File: src/rtl/button_event.sv
// Turns a debounced active-low button level into single-cycle press/release/long/repeat
// pulses plus a sticky pedestrian request cleared by the controller's acknowledge.
module button_event #(
  parameter int unsigned LONG_PRESS_TIME = 50000000,
  parameter int unsigned REPEAT_TIME     = 12500000
) (
  input  logic i_clk_50_mhz,
  input  logic i_reset,
  input  logic i_button_db_n,
  input  logic i_req_ack,
  output logic o_press_pulse,
  output logic o_release_pulse,
  output logic o_long_pulse,
  output logic o_repeat_pulse,
  output logic o_request,
  output logic o_pressed
);

  typedef enum logic [1:0] {
    IDLE    = 2'd0,
    PRESSED = 2'd1,
    HELD    = 2'd2
  } state_t;

  localparam logic [25:0] LONG_TC   = 26'(LONG_PRESS_TIME - 1);
  localparam logic [25:0] REPEAT_TC = 26'(REPEAT_TIME - 1);

  state_t      r_state, w_state_nxt;
  logic [25:0] r_count, w_count_nxt;
  logic        r_btn_q;
  logic        r_press, r_release, r_long, r_repeat, r_request, r_pressed;
  logic        w_press_nxt, w_release_nxt, w_long_nxt, w_repeat_nxt;
  logic        w_request_nxt, w_pressed_nxt;
  logic        w_press_edge, w_release_edge;

  assign w_press_edge   = r_btn_q & ~i_button_db_n;
  assign w_release_edge = ~r_btn_q & i_button_db_n;

  always_comb begin
    w_state_nxt   = r_state;
    w_count_nxt   = r_count;
    w_press_nxt   = 1'b0;
    w_release_nxt = 1'b0;
    w_long_nxt    = 1'b0;
    w_repeat_nxt  = 1'b0;
    unique case (r_state)
      IDLE: begin
        if (w_press_edge) begin
          w_press_nxt = 1'b1;
          w_count_nxt = '0;
          w_state_nxt = PRESSED;
        end
      end
      PRESSED: begin
        // Release wins over a coincident terminal count.
        if (w_release_edge) begin
          w_release_nxt = 1'b1;
          w_count_nxt   = '0;
          w_state_nxt   = IDLE;
        end else if (r_count == LONG_TC && !i_button_db_n) begin
          w_long_nxt  = 1'b1;
          w_count_nxt = '0;
          w_state_nxt = HELD;
        end else begin
          w_count_nxt = r_count + 26'd1;
        end
      end
      HELD: begin
        if (w_release_edge) begin
          w_release_nxt = 1'b1;
          w_count_nxt   = '0;
          w_state_nxt   = IDLE;
        end else if (r_count == REPEAT_TC) begin
          w_repeat_nxt = 1'b1;
          w_count_nxt  = '0;
        end else begin
          w_count_nxt = r_count + 26'd1;
        end
      end
      default: begin
        w_count_nxt = '0;
        w_state_nxt = IDLE;
      end
    endcase

    // A new press outranks a same-cycle acknowledge.
    if (w_press_nxt)
      w_request_nxt = 1'b1;
    else if (i_req_ack)
      w_request_nxt = 1'b0;
    else
      w_request_nxt = r_request;

    w_pressed_nxt = (w_state_nxt != IDLE);
  end

  always_ff @(posedge i_clk_50_mhz or posedge i_reset) begin
    if (i_reset) begin
      r_state   <= IDLE;
      r_count   <= '0;
      r_btn_q   <= 1'b1;
      r_press   <= 1'b0;
      r_release <= 1'b0;
      r_long    <= 1'b0;
      r_repeat  <= 1'b0;
      r_request <= 1'b0;
      r_pressed <= 1'b0;
    end else begin
      r_state   <= w_state_nxt;
      r_count   <= w_count_nxt;
      r_btn_q   <= i_button_db_n;
      r_press   <= w_press_nxt;
      r_release <= w_release_nxt;
      r_long    <= w_long_nxt;
      r_repeat  <= w_repeat_nxt;
      r_request <= w_request_nxt;
      r_pressed <= w_pressed_nxt;
    end
  end

  assign o_press_pulse   = r_press;
  assign o_release_pulse = r_release;
  assign o_long_pulse    = r_long;
  assign o_repeat_pulse  = r_repeat;
  assign o_request       = r_request;
  assign o_pressed       = r_pressed;

endmodule

File: config.mk
export PLATFORM = sky130hd
export DESIGN_NAME = button_event
export DESIGN_NICKNAME = d
export VERILOG_FILES = /design/src/rtl/button_event.sv
export SDC_FILE = /design/constraint.sdc
export NUM_CORES = 1
export LEC_CHECK = 0
export BUFFER_PORTS_ARGS = -buffer_cell sky130_fd_sc_hd__clkbuf_2
export CAP_MARGIN = 25
export CORE_MARGIN = 3
export CORE_UTILIZATION = 50
export DETAILED_ROUTE_END_ITERATION = 16
export GPL_ROUTABILITY_DRIVEN = 0
export PLACE_DENSITY = 0.67
export SETUP_SLACK_MARGIN = 0.2
export SYNTH_ARGS = -nofsm -noshare
export SYNTH_HDL_FRONTEND = slang
export SYNTH_SLANG_ARGS = --single-unit
File: constraint.sdc
create_clock -name i_clk_50_mhz -period 2.42 [get_ports i_clk_50_mhz]
set_clock_uncertainty 0.1 [all_clocks]
set_input_delay 0 -clock i_clk_50_mhz [delete_from_list [all_inputs] [get_ports i_clk_50_mhz]]
set_output_delay 0 -clock i_clk_50_mhz [all_outputs]
set_load 0.01 [all_outputs]
* Word-level counts from Yosys, hierarchy flattened
Cells that the tools add are included.
** Operators by class
- Add/subtract/negate cells :: 1
- Equal/unequal tests :: 5
- Mux-type cells :: 23
- Bitwise gates (word level) :: 4
- Reduce and logical (&&, ||, !) cells :: 6
** Operator list (count)
- $mux 26 :: 5
- $pmux 26 s3 :: 1
- $add 26x1->26 const B :: 1
- $eq 26x24->1 const B :: 1
- $eq 26x26->1 const B :: 1
- $mux 1 :: 12
- $mux 2 :: 4
- $pmux 2 s3 :: 1
- $reduce_bool 2->1 :: 2
- $and 1x1->1 :: 2
- $eq 2x1->1 const B :: 1
- $eq 2x2->1 const B :: 1
- $logic_not 2->1 :: 1
- $ne 2x2->1 const B :: 1
- $not 1->1 :: 2
- $reduce_or 2->1 :: 1
- $logic_and 1x1->1 :: 1
- $logic_not 1->1 :: 1
** Storage, ports and cells
- Flip-flop bits (word level) :: 35
- Output and inout bits :: 6
- Word-level logic and storage cells :: 48

* Logic depth before layout (Yosys ltp)
- Depth after elaboration :: 6
- Gate-level depth with buffers :: 10

* Worst setup path before layout
Ideal clock, no wire load.
- Path type :: flip-flop to flip-flop
- Start point :: reg r_count[0]
- End point :: reg r_count[0]
- Setup time :: 0.125 ns
- Arrival :: 1.880 ns
- Required time :: 2.195 ns
- Slack :: 0.316 ns
- Cell stages (with the launch flop) :: 10
- Buffers on the path :: 3
- Period minus slack after synthesis :: 2.104 ns
- Path through :: dfrtp_1 > ha_1 > and4_1 > buf_4 > nand3_2 > o31ai_4 > a21oi_2 > buf_6 > buf_6 > mux2_2
** On the way
- Longest elaborated chain between the ends :: 5
- Elaborated cells between the ends (all ways) :: 9
- Those cells by class :: add/sub (1); eq/ne (2); mux (5); reduce/logical (1)
** RTL lines
- start, declared :: line 29 : logic [25:0] r_count, w_count_nxt;
- start signal, assigned :: line 110 : r_count <= w_count_nxt;
- branches (longest 4 deep; another with $add 26x1->26)
- $pmux 26 s3 (*) :: line 46 : unique case (r_state)
Mark *: on every way between the ends.
A chain may end at the register's enable or synchronous reset.

* Final worst setup path
- Start point :: reg r_count[16]
- End point :: reg r_count[11]
** On the way
- Longest elaborated chain between the ends :: 5
- Elaborated cells between the ends (all ways) :: 8
- Those cells by class :: eq/ne (2); mux (5); reduce/logical (1)
** RTL lines
- $eq 26x26->1 :: line 60 : end else if (r_count == LONG_TC && !i_button_db_n) begin
- $logic_and 1x1->1 :: line 60
- $mux 26 :: line 60
- $mux 26 :: line 56 : if (w_release_edge) begin
- $pmux 26 s3 (*) :: line 46
Mark *: on every way between the ends. The rest lies on a longest branch, timed or not.

==> flow_summary.json <==
{
  "status": "completed",
  "drt-total-wl_um": 5121,
  "finalCritPeriodShare": 0.9099,
  "first_iter_violations": 193,
  "critPathArrivalTime_ns": 2.28,
  "finalSetupTns_ns": 0,
  "antenna_found_initial": 0,
  "cp_max_fo": 12,
  "p_comb_frac": 0.350,
  "power_frac_clock": 0.253,
  "power.leakage_nw": 1.097,
  "hold_class": "input pin to async pin",
  "p_sw_mw": 0.5606,
  "root_buffer": "clkbuf_8",
  "grt_pass1_vias": 1775,
  "synth_top_area_frac": 0.4195,
  "layout_common_cells": "31 x dfrtp_1, 20 x buf_4, 19 x nand2_1",
  "yosys_warnings": 0,
  "die_h_um": 69.69,
  "final_nets": 258,
  "synth_cells": 219,
  "nFillCells": 316,
  "powerDensity_nw_per_um2": 665.2,
  "syn2layout_area_growth_pct": 21.34,
  "relSlewSlack": 0.6973,
  "async_reset_ff_frac": 1.000,
  "layout_commonest_cell": "dfrtp_1",
  "r2r_cells": 7,
  "timing.rr.end": "r_count[11]$_DFFE_PP0P_",
  "seq_area_frac_synth": 0.4324,
  "register_area_um2": 880.8,
  "post-place-cells": 272,
  "yosys-top-cells-area": "dfrtp_1 42%, a31oi_1 5.6%, a21oi_1 4.2%",
  "drv_slew": 0,
  "ant_nets": 0,
  "antenna-diode-count": 0,
  "ios": 10,
  "p_int_mw": 1.076,
  "final.min_clock_period_ns": 2.202,
  "htreeDepth": 2,
  "clk_latency_ns": 0.29,
  "swShare": 0.3424,
  "endpoint_kind": "flip-flop",
  "route.detailed.drc": 0,
  "grt_usage": 0.2126,
  "die_w_um": 69.69,
  "synth_fp_nets": 228,
  "grt_max_degree": 36,
  "setup_ws_ns": 0.2181,
  "core_um2": 3771,
  "rsz0062_at_grt": "yes",
  "dp_hpwl_um": 3234,
  "cts_num_sinks": 35,
  "cp-startpoint": "r_count[16]$_DFFE_PP0P_",
  "dr.pass1.iters": 4,
  "synth_cell_types": 46,
  "cp-start-kind": "flip-flop",
  "start_util": 0.5378,
  "fp.dieArea_um2": 4857,
  "yosysTopAreaCell": "dfrtp_1",
  "multiInputGateArea_um2": 1094,
  "rrSetupSlack_ns": 0.22,
  "cts_tree": "done",
  "critical_path_class": "flip-flop to flip-flop",
  "p_total_mw": 1.637,
  "max-vdd-ir-drop_mv": 0.3748,
  "via_per_inst": 6.070,
  "worstPathRequired_ns": 2.50,
  "finalSetupViolations": 0,
  "synth_flop_cell": "dfrtp_1",
  "cts_buffers": 5,
  "fmax_mhz": 454.1,
  "drive_above_1_share": 0.2520,
  "clockBufferDepth": 2,
  "vias": 1809,
  "reg2reg_from": "r_count[16]$_DFFE_PP0P_",
  "post-place-ws_ns": 0.1024,
  "grt_pass1_wl_um": 8362,
  "worst_pin_slew_ns": 0.4541,
  "grt_overflow": 0,
  "portBuffers": 9,
  "power_frac_seq": 0.397,
  "fin_hold_ws_ns": 0.2284,
  "clk_pin_slew_ns": 0.07,
  "syn_area_per_cell_um2": 9.261,
  "hold_viol": 0,
  "wire_per_inst_um": 17.18,
  "maxCapViolCount": 0,
  "synth-seq-cells": 35,
  "syn-cell-area_um2": 2028,
  "instances_no_fill": 298,
  "placementRows": 22,
  "synth-edff-count": 0
}
-- synth_stat cells (4+ instances only) --
cell,count
o21ai_0,13
a31oi_1,18
and3_1,10
a21o_1,4
nand2_1,19
nor2_1,12
dfrtp_1,34
inv_1,8
nand3_1,12
nor3_1,4
buf_2,6
ha_1,5
nand4_1,6
nand2b_1,4
a21oi_1,17
-- cells by family (layout without fill, tap and decap cells) --
group,count (synthesis),in the layout,synth area share
simple gates,87,87,0.2492
compound gates,69,69,0.2246
flops,35,35,0.4325
buf+inv,21,52,0.05244
fa+ha+maj,5,5,0.03085
mux,2,2,0.01049
-- cell type report --
| class | instances | area share |
|---|---|---|
| multi-input cells | 163 | 0.4443 |
| flip-flops and latches | 35 | 0.3579 |
| inverters | 8 | 0.01220 |
| clock inverters | 3 | 0.006101 |
| well taps | 48 | 0.02440 |
| clock buffers | 5 | 0.02796 |
| repair buffers | 36 | 0.1271 |
-- what timing repair did --
action / 4_1_cts / 5_1_grt
gates cloned: 1 / 1
gates resized for setup: 6 / 7
setup endpoints to repair: 8 / 23
hold buffers: 4 / 0
hold endpoints to repair: 38 / 0
pin swaps: 4 / 8
buffers inserted: 6 / 6
-- how the worst max path moves through the flow --
stage | slack, ns | endpoint | cells after the start
finish | 0.22 | r_count[11]$_DFFE_PP0P_ | 7
detailed placement | 0.10 | r_count[11]$_DFFE_PP0P_ | 7
global placement | 0.19 | r_count[11]$_DFFE_PP0P_ | 8
CTS | 0.21 | r_count[11]$_DFFE_PP0P_ | 7
floorplan | 0.32 | r_count[0]$_DFFE_PP0P_ | 9
global route | 0.12 | r_count[25]$_DFFE_PP0P_ | 9
-- power groups by stage --
| stage | logic, mW | registers, mW | clock network, mW |
|---|---|---|---|
| 2_1_floorplan | 0.309 | 0.671 | 0 |
| 3_3_place_gp | 0.413 | 0.664 | 0 |
| 3_5_place_dp | 0.431 | 0.668 | 0 |
| 4_1_cts | 0.511 | 0.652 | 0.416 |
| 5_1_grt | 0.618 | 0.654 | 0.445 |
| 6_report | 0.572 | 0.651 | 0.414 |
-- metrics by stage --
stage / utilization / cell area, um2
2_1_floorplan: - / 2028
4_1_cts: 0.6254 / 2359
3_3_place_gp: 0.5667 / 2137
6_report: 0.6526 / 2461
3_5_place_dp: 0.5667 / 2137
5_1_grt: 0.6526 / 2461
-- state kept, by name, summed over array words and instances, names as in the netlist --
name,count
r_count,26
o_release_pulse,1
r_btn_q,1
r_state,2
o_long_pulse,1
o_pressed,1
o_request,1
o_press_pulse,1
o_repeat_pulse,1
-- worst max-delay path: stages (launching register included) --
cell,delay (ns)
dfrtp_1,0.42
nor4b_4,0.34
nand4_1,0.23
o31ai_4,0.31
a21oi_4,0.12
buf_12,0.16
and3_1,0.16
a221o_1,0.25
-- per-layer routing --
layer	vias to the layer above	track usage	wire length [um]
li1	875	-	-
met3	9	0.03768	189
met4	0	0.08085	61
met5	-	0	0
met2	34	0.3432	2489
met1	891	0.2842	2381
Note: power is estimated with default switching activity, not from simulation.
